[src/rtl/ethernet_mmio_pkg.sv]
// Shared types for the MMIO-to-ethernet_controller adapter: controller address width,
// response struct declaration macro, and a modulo pointer-advance helper.
`ifndef ETHERNET_MMIO_PKG_GUARD
`define ETHERNET_MMIO_PKG_GUARD
`define DECLARE_ETH_MMIO_RESP_S(dw) typedef struct packed { logic [(dw)-1:0] data; logic err; } eth_mmio_resp_s
`endif

package ethernet_mmio_pkg;

    localparam int eth_ctrl_addr_width_gp = 14;

    // Advance a pointer by 0..2 slots in a ring of els entries (els need not be a power of two).
    function automatic int unsigned wrap_add(int unsigned ptr, int unsigned inc, int unsigned els);
        int unsigned sum;
        sum = ptr + inc;
        return (sum >= els) ? (sum - els) : sum;
    endfunction

endpackage

[src/rtl/ethernet_mmio_resp_fifo.sv]
// Response FIFO with two enqueue ports (read-return slot ahead of request slot); registered outputs.
// Latency: enqueue to out_vld 1 cycle; backpressure: out_yumi dequeues, caller must never overfill.
module ethernet_mmio_resp_fifo
    import ethernet_mmio_pkg::*;
#(
    parameter int data_width_p = 32,
    parameter int els_p        = 2,
    localparam int width_lp       = data_width_p + 1,
    localparam int ptr_width_lp   = (els_p > 1) ? $clog2(els_p) : 1,
    localparam int count_width_lp = $clog2(els_p + 1)
) (
    input  logic                      clk_i,
    input  logic                      reset_i,
    input  logic                      ret_vld,
    input  logic [width_lp-1:0]       ret_dat,
    input  logic                      req_vld,
    input  logic [width_lp-1:0]       req_dat,
    output logic                      out_vld,
    output logic [width_lp-1:0]       out_dat,
    input  logic                      out_yumi,
    output logic [count_width_lp-1:0] occupancy
);

    logic [width_lp-1:0]       mem_r [els_p];
    logic [ptr_width_lp-1:0]   wr_ptr_r;
    logic [ptr_width_lp-1:0]   rd_ptr_r;
    logic [count_width_lp-1:0] count_r;
    logic [ptr_width_lp-1:0]   wr_ptr_p1;
    logic [ptr_width_lp-1:0]   wr_ptr_next;
    logic [ptr_width_lp-1:0]   rd_ptr_p1;
    logic [ptr_width_lp-1:0]   req_slot;

    assign wr_ptr_p1   = ptr_width_lp'(wrap_add(32'(wr_ptr_r), 32'd1, els_p));
    assign wr_ptr_next = ptr_width_lp'(wrap_add(32'(wr_ptr_r), 32'(ret_vld) + 32'(req_vld), els_p));
    assign rd_ptr_p1   = ptr_width_lp'(wrap_add(32'(rd_ptr_r), 32'd1, els_p));
    // The read return belongs to an earlier acceptance, so it takes the older slot.
    assign req_slot    = ret_vld ? wr_ptr_p1 : wr_ptr_r;

    always_ff @(posedge clk_i or posedge reset_i) begin
        if (reset_i) begin
            for (int i = 0; i < els_p; i++) begin
                mem_r[i] <= '0;
            end
            wr_ptr_r <= '0;
            rd_ptr_r <= '0;
            count_r  <= '0;
        end else begin
            if (ret_vld) begin
                mem_r[wr_ptr_r] <= ret_dat;
            end
            if (req_vld) begin
                mem_r[req_slot] <= req_dat;
            end
            wr_ptr_r <= wr_ptr_next;
            if (out_yumi) begin
                rd_ptr_r <= rd_ptr_p1;
            end
            count_r <= count_r + count_width_lp'(ret_vld) + count_width_lp'(req_vld)
                     - count_width_lp'(out_yumi);
        end
    end

    assign out_vld   = (count_r != '0);
    assign out_dat   = out_vld ? mem_r[rd_ptr_r] : '0;
    assign occupancy = count_r;

endmodule

[src/rtl/ethernet_mmio_adapter.sv]
// Valid/ready MMIO to ethernet_controller strobe adapter; ETHERNET_MMIO_ADAPTER_ERR_COUNT_EN adds a saturating error counter.
// Latency: write/error response 1 cycle, read response 2 cycles; backpressure: credits stop requests before the response FIFO can overflow.
module ethernet_mmio_adapter
    import ethernet_mmio_pkg::*;
#(
    parameter int                          data_width_p     = 32,
    parameter int                          req_addr_width_p = 20,
    parameter logic [req_addr_width_p-1:0] base_addr_p      = 20'h1_0000,
    parameter int                          resp_els_p       = 2,
    localparam int lg_data_bytes_lp = $clog2(data_width_p / 8),
    localparam int size_width_lp    = $clog2(lg_data_bytes_lp + 1)
) (
    input  logic                              clk_i,
    input  logic                              reset_i,
    input  logic                              req_v_i,
    output logic                              req_ready_and_o,
    input  logic                              req_we_i,
    input  logic [req_addr_width_p-1:0]       req_addr_i,
    input  logic [size_width_lp-1:0]          req_size_i,
    input  logic [data_width_p-1:0]           req_data_i,
    output logic                              resp_v_o,
    input  logic                              resp_ready_and_i,
    output logic [data_width_p-1:0]           resp_data_o,
    output logic                              resp_err_o,
    output logic [15:0]                       err_count_o,
    output logic [eth_ctrl_addr_width_gp-1:0] addr_o,
    output logic                              write_en_o,
    output logic                              read_en_o,
    output logic [size_width_lp-1:0]          op_size_o,
    output logic [data_width_p-1:0]           write_data_o,
    input  logic [data_width_p-1:0]           read_data_i
);

    `DECLARE_ETH_MMIO_RESP_S(data_width_p);

    localparam int count_width_lp = $clog2(resp_els_p + 1);

    logic                        inflight_r;
    logic [count_width_lp-1:0]   occupancy;
    logic                        credit_ok;
    logic                        accept;
    logic                        hit;
    logic                        aligned;
    logic                        good;
    logic                        strobe;
    logic [req_addr_width_p-1:0] size_mask;
    eth_mmio_resp_s              ret_resp;
    eth_mmio_resp_s              req_resp;
    eth_mmio_resp_s              out_resp;

    // A read holds its credit while in flight, so the FIFO always has room for its return.
    assign credit_ok       = (32'(occupancy) + 32'(inflight_r)) < 32'(resp_els_p);
    assign req_ready_and_o = credit_ok & ~reset_i;
    assign accept          = req_v_i & req_ready_and_o;

    assign hit = req_addr_i[req_addr_width_p-1:eth_ctrl_addr_width_gp]
              == base_addr_p[req_addr_width_p-1:eth_ctrl_addr_width_gp];
    assign size_mask = (req_addr_width_p'(1) << req_size_i) - req_addr_width_p'(1);
    assign aligned   = (32'(req_size_i) <= 32'(lg_data_bytes_lp)) && ((req_addr_i & size_mask) == '0);
    assign good      = hit & aligned;

    assign write_en_o   = accept & good & req_we_i;
    assign read_en_o    = accept & good & ~req_we_i;
    assign strobe       = write_en_o | read_en_o;
    assign addr_o       = strobe ? req_addr_i[eth_ctrl_addr_width_gp-1:0] : '0;
    assign op_size_o    = strobe ? req_size_i : '0;
    assign write_data_o = strobe ? req_data_i : '0;

    always_ff @(posedge clk_i or posedge reset_i) begin
        if (reset_i) begin
            inflight_r <= 1'b0;
        end else begin
            inflight_r <= read_en_o;
        end
    end

    always_comb begin
        ret_resp      = '0;
        ret_resp.data = read_data_i;
        req_resp      = '0;
        req_resp.err  = ~good;
    end

    ethernet_mmio_resp_fifo #(
        .data_width_p (data_width_p),
        .els_p        (resp_els_p)
    ) resp_fifo (
        .clk_i     (clk_i),
        .reset_i   (reset_i),
        .ret_vld   (inflight_r),
        .ret_dat   (ret_resp),
        .req_vld   (accept & ~read_en_o),
        .req_dat   (req_resp),
        .out_vld   (resp_v_o),
        .out_dat   (out_resp),
        .out_yumi  (resp_v_o & resp_ready_and_i),
        .occupancy (occupancy)
    );

    assign resp_data_o = out_resp.data;
    assign resp_err_o  = out_resp.err;

`ifdef ETHERNET_MMIO_ADAPTER_ERR_COUNT_EN
    logic [15:0] err_cnt_r;

    always_ff @(posedge clk_i or posedge reset_i) begin
        if (reset_i) begin
            err_cnt_r <= '0;
        end else if (accept && !good && (err_cnt_r != 16'hFFFF)) begin
            err_cnt_r <= err_cnt_r + 16'd1;
        end
    end

    assign err_count_o = err_cnt_r;
`else
    assign err_count_o = '0;
`endif

endmodule

[config.mk]
export PLATFORM = sky130hd
export DESIGN_NAME = ethernet_mmio_adapter
export DESIGN_NICKNAME = d
export VERILOG_FILES = /design/src/rtl/ethernet_mmio_pkg.sv /design/src/rtl/ethernet_mmio_resp_fifo.sv /design/src/rtl/ethernet_mmio_adapter.sv
export SDC_FILE = /design/constraint.sdc
export NUM_CORES = 1
export LEC_CHECK = 0
export CAP_MARGIN = 20
export CORE_MARGIN = 4
export CORE_UTILIZATION = 43
export CTS_BUF_LIST = sky130_fd_sc_hd__clkbuf_8
export DETAILED_ROUTE_END_ITERATION = 8
export GPL_TIMING_DRIVEN = 0
export PLACE_DENSITY_LB_ADDON = 0.05
export SLEW_MARGIN = 30
export SYNTH_ARGS = -nofsm -noshare
export SYNTH_HDL_FRONTEND = slang
export SYNTH_SLANG_ARGS = --single-unit
[constraint.sdc]
create_clock -name clk_i -period 2.91 [get_ports clk_i]
set_clock_uncertainty 0.15 [all_clocks]
set_input_delay 0.291 -clock clk_i [delete_from_list [all_inputs] [get_ports clk_i]]
set_output_delay 0.291 -clock clk_i [all_outputs]
set_load 0.01 [all_outputs]
==> reports/metrics.yaml, run 1 <==
status: "finished, final reports clean"
powerDensity_nw_per_um2: 518
crit_buf_inv: 5
drv_cap: 0
synth_top_cell_by_area: "dfrtp_1"
clkTransAtPathRegs_ns: 0.08
grt_max_degree: 41
htree_levels: 3
synth-main-ff-cell: "dfrtp_1"
ys_async_sr_fraction: 1.00
holdWs_ns: 0.204
min_path_type: "in -> async"
placed_area_um2: 6010
relSlewSlack: 0.457
synth_area_um2: 4040
grt.total_usage: 0.228
cp_max_fo: 10
synth_area_leaders: "dfrtp_1, mux2i_1, and3_1, nor2_1, nand2_1"
route.vias.total: 3813
antenna_left: 0
period_needed_ns: 2.80
crit_chain: "clkdlybuf4s50_1 -> nor4_1 -> a311oi_1 -> nor4_4 -> buf_4 -> buf_4 -> buf_4 -> and3_4 -> clkdlybuf4s15_2"
layout_common_cells: "clkdlybuf4s50_1, dfrtp_1, nor2_1, nand2_1, mux2i_1"
ys_types: 34
drcViolationCount: 0
setup_violations: 0
worst_pin_slew_ns: 0.815
clock_sinks: 71
synth.avg_cell_area_um2: 8.95
syn_to_final_growth_pct: 53.7
fmax_mhz: 357
cts_made_buffers: 9
r2r-end: "resp_fifo.occupancy[1]$_DFF_PP0_"
yosysSeqAreaShare: 0.440
syn_inst: 451
ir_worst_vdd_mv: 0.278
via_per_inst: 4.94
crit_path_start_kind: "input pin"
final_area_um2: 6200
fp.dieW_um: 105
initial_core_util: 0.439
cts_tree: "built"
dieArea_um2: 11000
wl_um: 12600
cts_max_path_buffers: 2
multiInputGateArea_um2: 2000
n_antenna_cell: 0
crit_top_cell: "buf_4"
layout_commonest_cell: "clkdlybuf4s50_1"
ff2ff_path_depth: 7
dp_hpwl_um: 9350
insertion_delay_ns: 0.33
power.leakage_uw: 0.00318
utilization: 0.675
stdcell_count: 772
hold_buffers: 0
ys_ff_latch: 71
hold_violations: 0
row_count: 35
grt_pass1_wl_um: 20200
cp.arrival_ns: 2.36
grt.overflow.total: 0
die_h_um: 105
finalCritPeriodShare: 0.963
rsz0062_at_grt: "false"
root_buffer: "clkbuf_8"
nets: 752
dp_cells: 753
wire_per_inst_um: 16.3
r2r-start: "inflight_r$_DFF_PP0_"
synth_top_area_share: 0.440
synth_warnings: 0
crit_family: "buffers and inverters"
gp_congestion: 0.857
dr.pass1.iters: 7
seq_area_um2: 1780
cp_data_required_time_ns: 2.47
final_layout_size_suffix_gt1_frac: 0.109
port_buffers: 175
rrSetupSlack_ns: 0.62
slowest_stage: "clkdlybuf4s50_1"
final.fill_count: 807
synth_edf_count: 0
fin_total_pwr_uw: 3210
io-pin-count: 192
cpPeakStageDelay_ns: 0.43
initialDrtViolationCount: 142
slew_violations: 0
endpoint_kind: "output pin"
critPathKind: "in -> out"
antenna_found_initial: 0
grt_pass1_vias: 3987
core-area_um2: 9200
how the worst max path moves through the flow:
stage	startpoint	endpoint	slack, ns	depth (start not counted)
after floorplan	req_size_i[1]	read_en_o	0.50	7
after global placement	req_size_i[0]	addr_o[7]	-0.87	9
after detailed placement	req_size_i[0]	addr_o[7]	-0.89	9
after CTS	req_size_i[1]	write_data_o[26]	0.002	11
after global routing	inflight_r$_DFF_PP0_	op_size_o[1]	0.006	7
final	req_addr_i[4]	write_data_o[25]	0.11	9
power breakdown:
group	leakage, µW	switching (µW)	internal [µW]
clock network	0.000109	373	503
logic	0.00210	586	534
registers	0.000972	86.2	1130
total	0.00318	1040	2170
sequential cells by signal, summed over array words and instances (netlist names):
name,flops
resp_fifo.wr_ptr_r,1
inflight_r,1
resp_fifo.mem_r,66
resp_fifo.rd_ptr_r,1
resp_fifo.occupancy,2
routing by layer:
metal | up-vias | GRT usage | wire [µm]
li1 | 1886 | - | -
met1 | 1803 | 0.292 | 5510
met2 | 108 | 0.384 | 6310
met3 | 16 | 0.0581 | 623
met4 | 0 | 0.0562 | 170
met5 | - | 0 | 0
cells by family after synthesis:
family | Yosys count | share of synthesized area
muxes | 65 | 0.161
and+or+nand+nor | 202 | 0.233
adders and majority gates | 4 | 0.0143
DFF | 71 | 0.440
buffers and inverters | 59 | 0.0815
other | 1 | 0.000929
AOI/OAI and AO/OA | 45 | 0.0598
xor gates and xnor gates | 4 | 0.00868
layout make-up:
cell class	count	area share
clock buffer	10	0.0222
multi-input combinational	336	0.322
sequential	71	0.286
timing repair buffer	180	0.276
inverter	8	0.00524
buffer	51	0.0520
clock inverter	5	0.0131
tap	111	0.0224
Yosys cell counts, types with 2 or more instances:
library cell and count:
buf_2 2, mux2i_1 65, buf_6 6, nor2b_1 2
xor2_1 3, nor4_1 2, ha_1 3, and2_1 3
and3_1 48, clkbuf_1 27, nand2_1 68, nand2b_1 2
nor2_1 69, buf_4 16, a21oi_1 35, inv_1 8
o21ai_0 5, dfrtp_1 71
stage by stage:
stage	setup slack [ns]	setup TNS, ns
after floorplan	0.502	0
after global placement	-0.872	-87.62
after detailed placement	-0.894	-53.61
after CTS	0.00179	0
after global routing	0.00630	0
final	0.108	0
timing repair:
item	in CTS	in global routing
gates resized for setup	71	19
buffers inserted	4	0
endpoints found under the setup margin	79	52
pin swaps	2	1
(Power assumes the default switching activity.)
==> run 2, diff against run 1 <==
--- a/constraint.sdc
+++ b/constraint.sdc
@@ -3,3 +3,3 @@
 set_input_delay 0.291 -clock clk_i [delete_from_list [all_inputs] [get_ports clk_i]]
 set_output_delay 0.291 -clock clk_i [all_outputs]
-set_load 0.01 [all_outputs]
+set_load 0.1 [all_outputs]
==> reports/metrics.yaml, run 2 (synthesis results as in run 1) <==
top_register: "resp_fifo.mem_r"
cts_made_buffers: 9
rrSetupSlack_ns: 0.58
io-pin-count: 192
crit_buf_inv: 4
gp_congestion: 0.832
highest_layer: "met4"
initial_core_util: 0.439
hold_buffers: 0
cp_data_required_time_ns: 2.47
dieArea_um2: 11000
status: "finished, final reports clean"
drv_cap: 0
crit_path_start_kind: "input pin"
cp_max_fo: 10
hold_violations: 0
fp.dieW_um: 105
holdWs_ns: 0.249
core-area_um2: 9200
crit_chain: "buf_2 -> or2_2 -> ha_1 -> nand2b_1 -> nand4_1 -> nor4_4 -> buf_6 -> buf_6 -> and3_2 -> buf_12"
cts_max_path_buffers: 2
dp_hpwl_um: 9490
n_antenna_cell: 0
r2r-end: "resp_fifo.occupancy[1]$_DFF_PP0_"
initialDrtViolationCount: 148
wl_um: 13500
port_buffers: 175
clkTransAtPathRegs_ns: 0.08
slew_violations: 0
die_h_um: 105
power.leakage_uw: 0.00323
ff2ff_path_depth: 7
wl_met2_um: 7250
relSlewSlack: 0.326
clock_sinks: 71
dr.pass1.iters: 4
powerDensity_nw_per_um2: 568
ir_worst_vdd_mv: 0.385
largest_reg_flops: 66
insertion_delay_ns: 0.34
nets: 751
grt_max_degree: 40
final.fill_count: 644
period_needed_ns: 2.85
slowest_stage: "nor4_4"
crit_family: "simple AND/OR/NAND/NOR gates"
grt_pass1_vias: 4156
worst_pin_slew_ns: 1.01
cts_tree: "built"
crit_start: "req_size_i[1]"
syn_to_final_growth_pct: 72.1
cp.arrival_ns: 2.41
via_per_inst: 5.09
fmax_mhz: 351
r2r-start: "resp_fifo.occupancy[0]$_DFF_PP0_"
wl_met3_um: 736
endpoint_kind: "output pin"
drcViolationCount: 0
grt_pass1_wl_um: 21000
grt.total_usage: 0.237
critPathKind: "in -> out"
final_layout_size_suffix_gt1_frac: 0.295
grt.overflow.total: 0
htree_levels: 3
fin_total_pwr_uw: 3950
crit_top_cell: "buf_6"
cp.depth: 10
layout_commonest_cell: "clkdlybuf4s50_1"
setup_violations: 0
row_count: 35
antenna_left: 0
finalCritPeriodShare: 0.978
root_buffer: "clkbuf_8"
wl_met1_um: 5290
cpPeakStageDelay_ns: 0.33
layout_common_cells: "clkdlybuf4s50_1, dfrtp_1, nor2_1"
setup_tns_ns: 0
wire_per_inst_um: 17.4
route.vias.total: 3933
min_path_type: "in -> async"
antenna_found_initial: 0
run 2: cell count changes in the layout (fill, tap and decap cells not counted), sizes merged, moves of 7 or more:
cell / change
clkbuf: -7
clkdlybuf4s15: +28
clkdlybuf4s50: -33
dlygate4sd2: -38
buf: +51
run 2: worst max path at each step:
| stage | to | slack (ns) |
|---|---|---|
| 5_1_grt | addr_o[9] | -0.02 |
| 6_report | addr_o[8] | 0.06 |
| 2_1_floorplan | op_size_o[1] | -0.48 |
| 3_3_place_gp | addr_o[4] | -1.62 |
| 4_1_cts | write_data_o[9] | 0.01 |
| 3_5_place_dp | write_data_o[31] | -1.66 |
run 2: what timing repair did:
action	4_1_cts	5_1_grt
pin swaps	2	1
resized for setup	498	56
buffers inserted	3	0
setup endpoints to repair	118	51
run 2: per-layer routing:
metal / GRT usage / up-vias
met3: 0.0618 / 20
met1: 0.281 / 1921
li1: - / 1879
met5: 0 / -
met2: 0.430 / 113
met4: 0.0478 / 0
run 2: final cells by class:
class / count / area (µm²) / share of cell area
flip-flops and latches: 71 / 1780 / 0.256
inverters: 8 / 32.5 / 0.00468
plain buffers: 51 / 357 / 0.0513
clock buffers: 12 / 165 / 0.0238
repair buffers: 179 / 2270 / 0.327
well taps: 111 / 139 / 0.0200
clock inverters: 4 / 98.8 / 0.0142
multi-input cells: 336 / 2110 / 0.303
run 2: power breakdown:
part           internal [µW]  switching (µW)
combinational            519            1190
sequential              1130            94.3
clock                    643             372
run 2: per-stage QoR:
step,util,instance area [µm²],std cells,worst slack (ns)
after floorplan,-,4210,466,-0.481
after global placement,0.663,6100,752,-1.62
after detailed placement,0.664,6110,753,-1.66
after CTS,0.734,6750,772,0.0100
after global routing,0.756,6950,772,-0.0190
final,0.756,6950,772,0.0636
==> run 3, diff against run 2 <==
Settings changed: ABC_CLOCK_PERIOD_IN_PS from default to 2910.
==> results of run 3 <==
No change in the layout: final DEF, timing and power equal those of run 2.
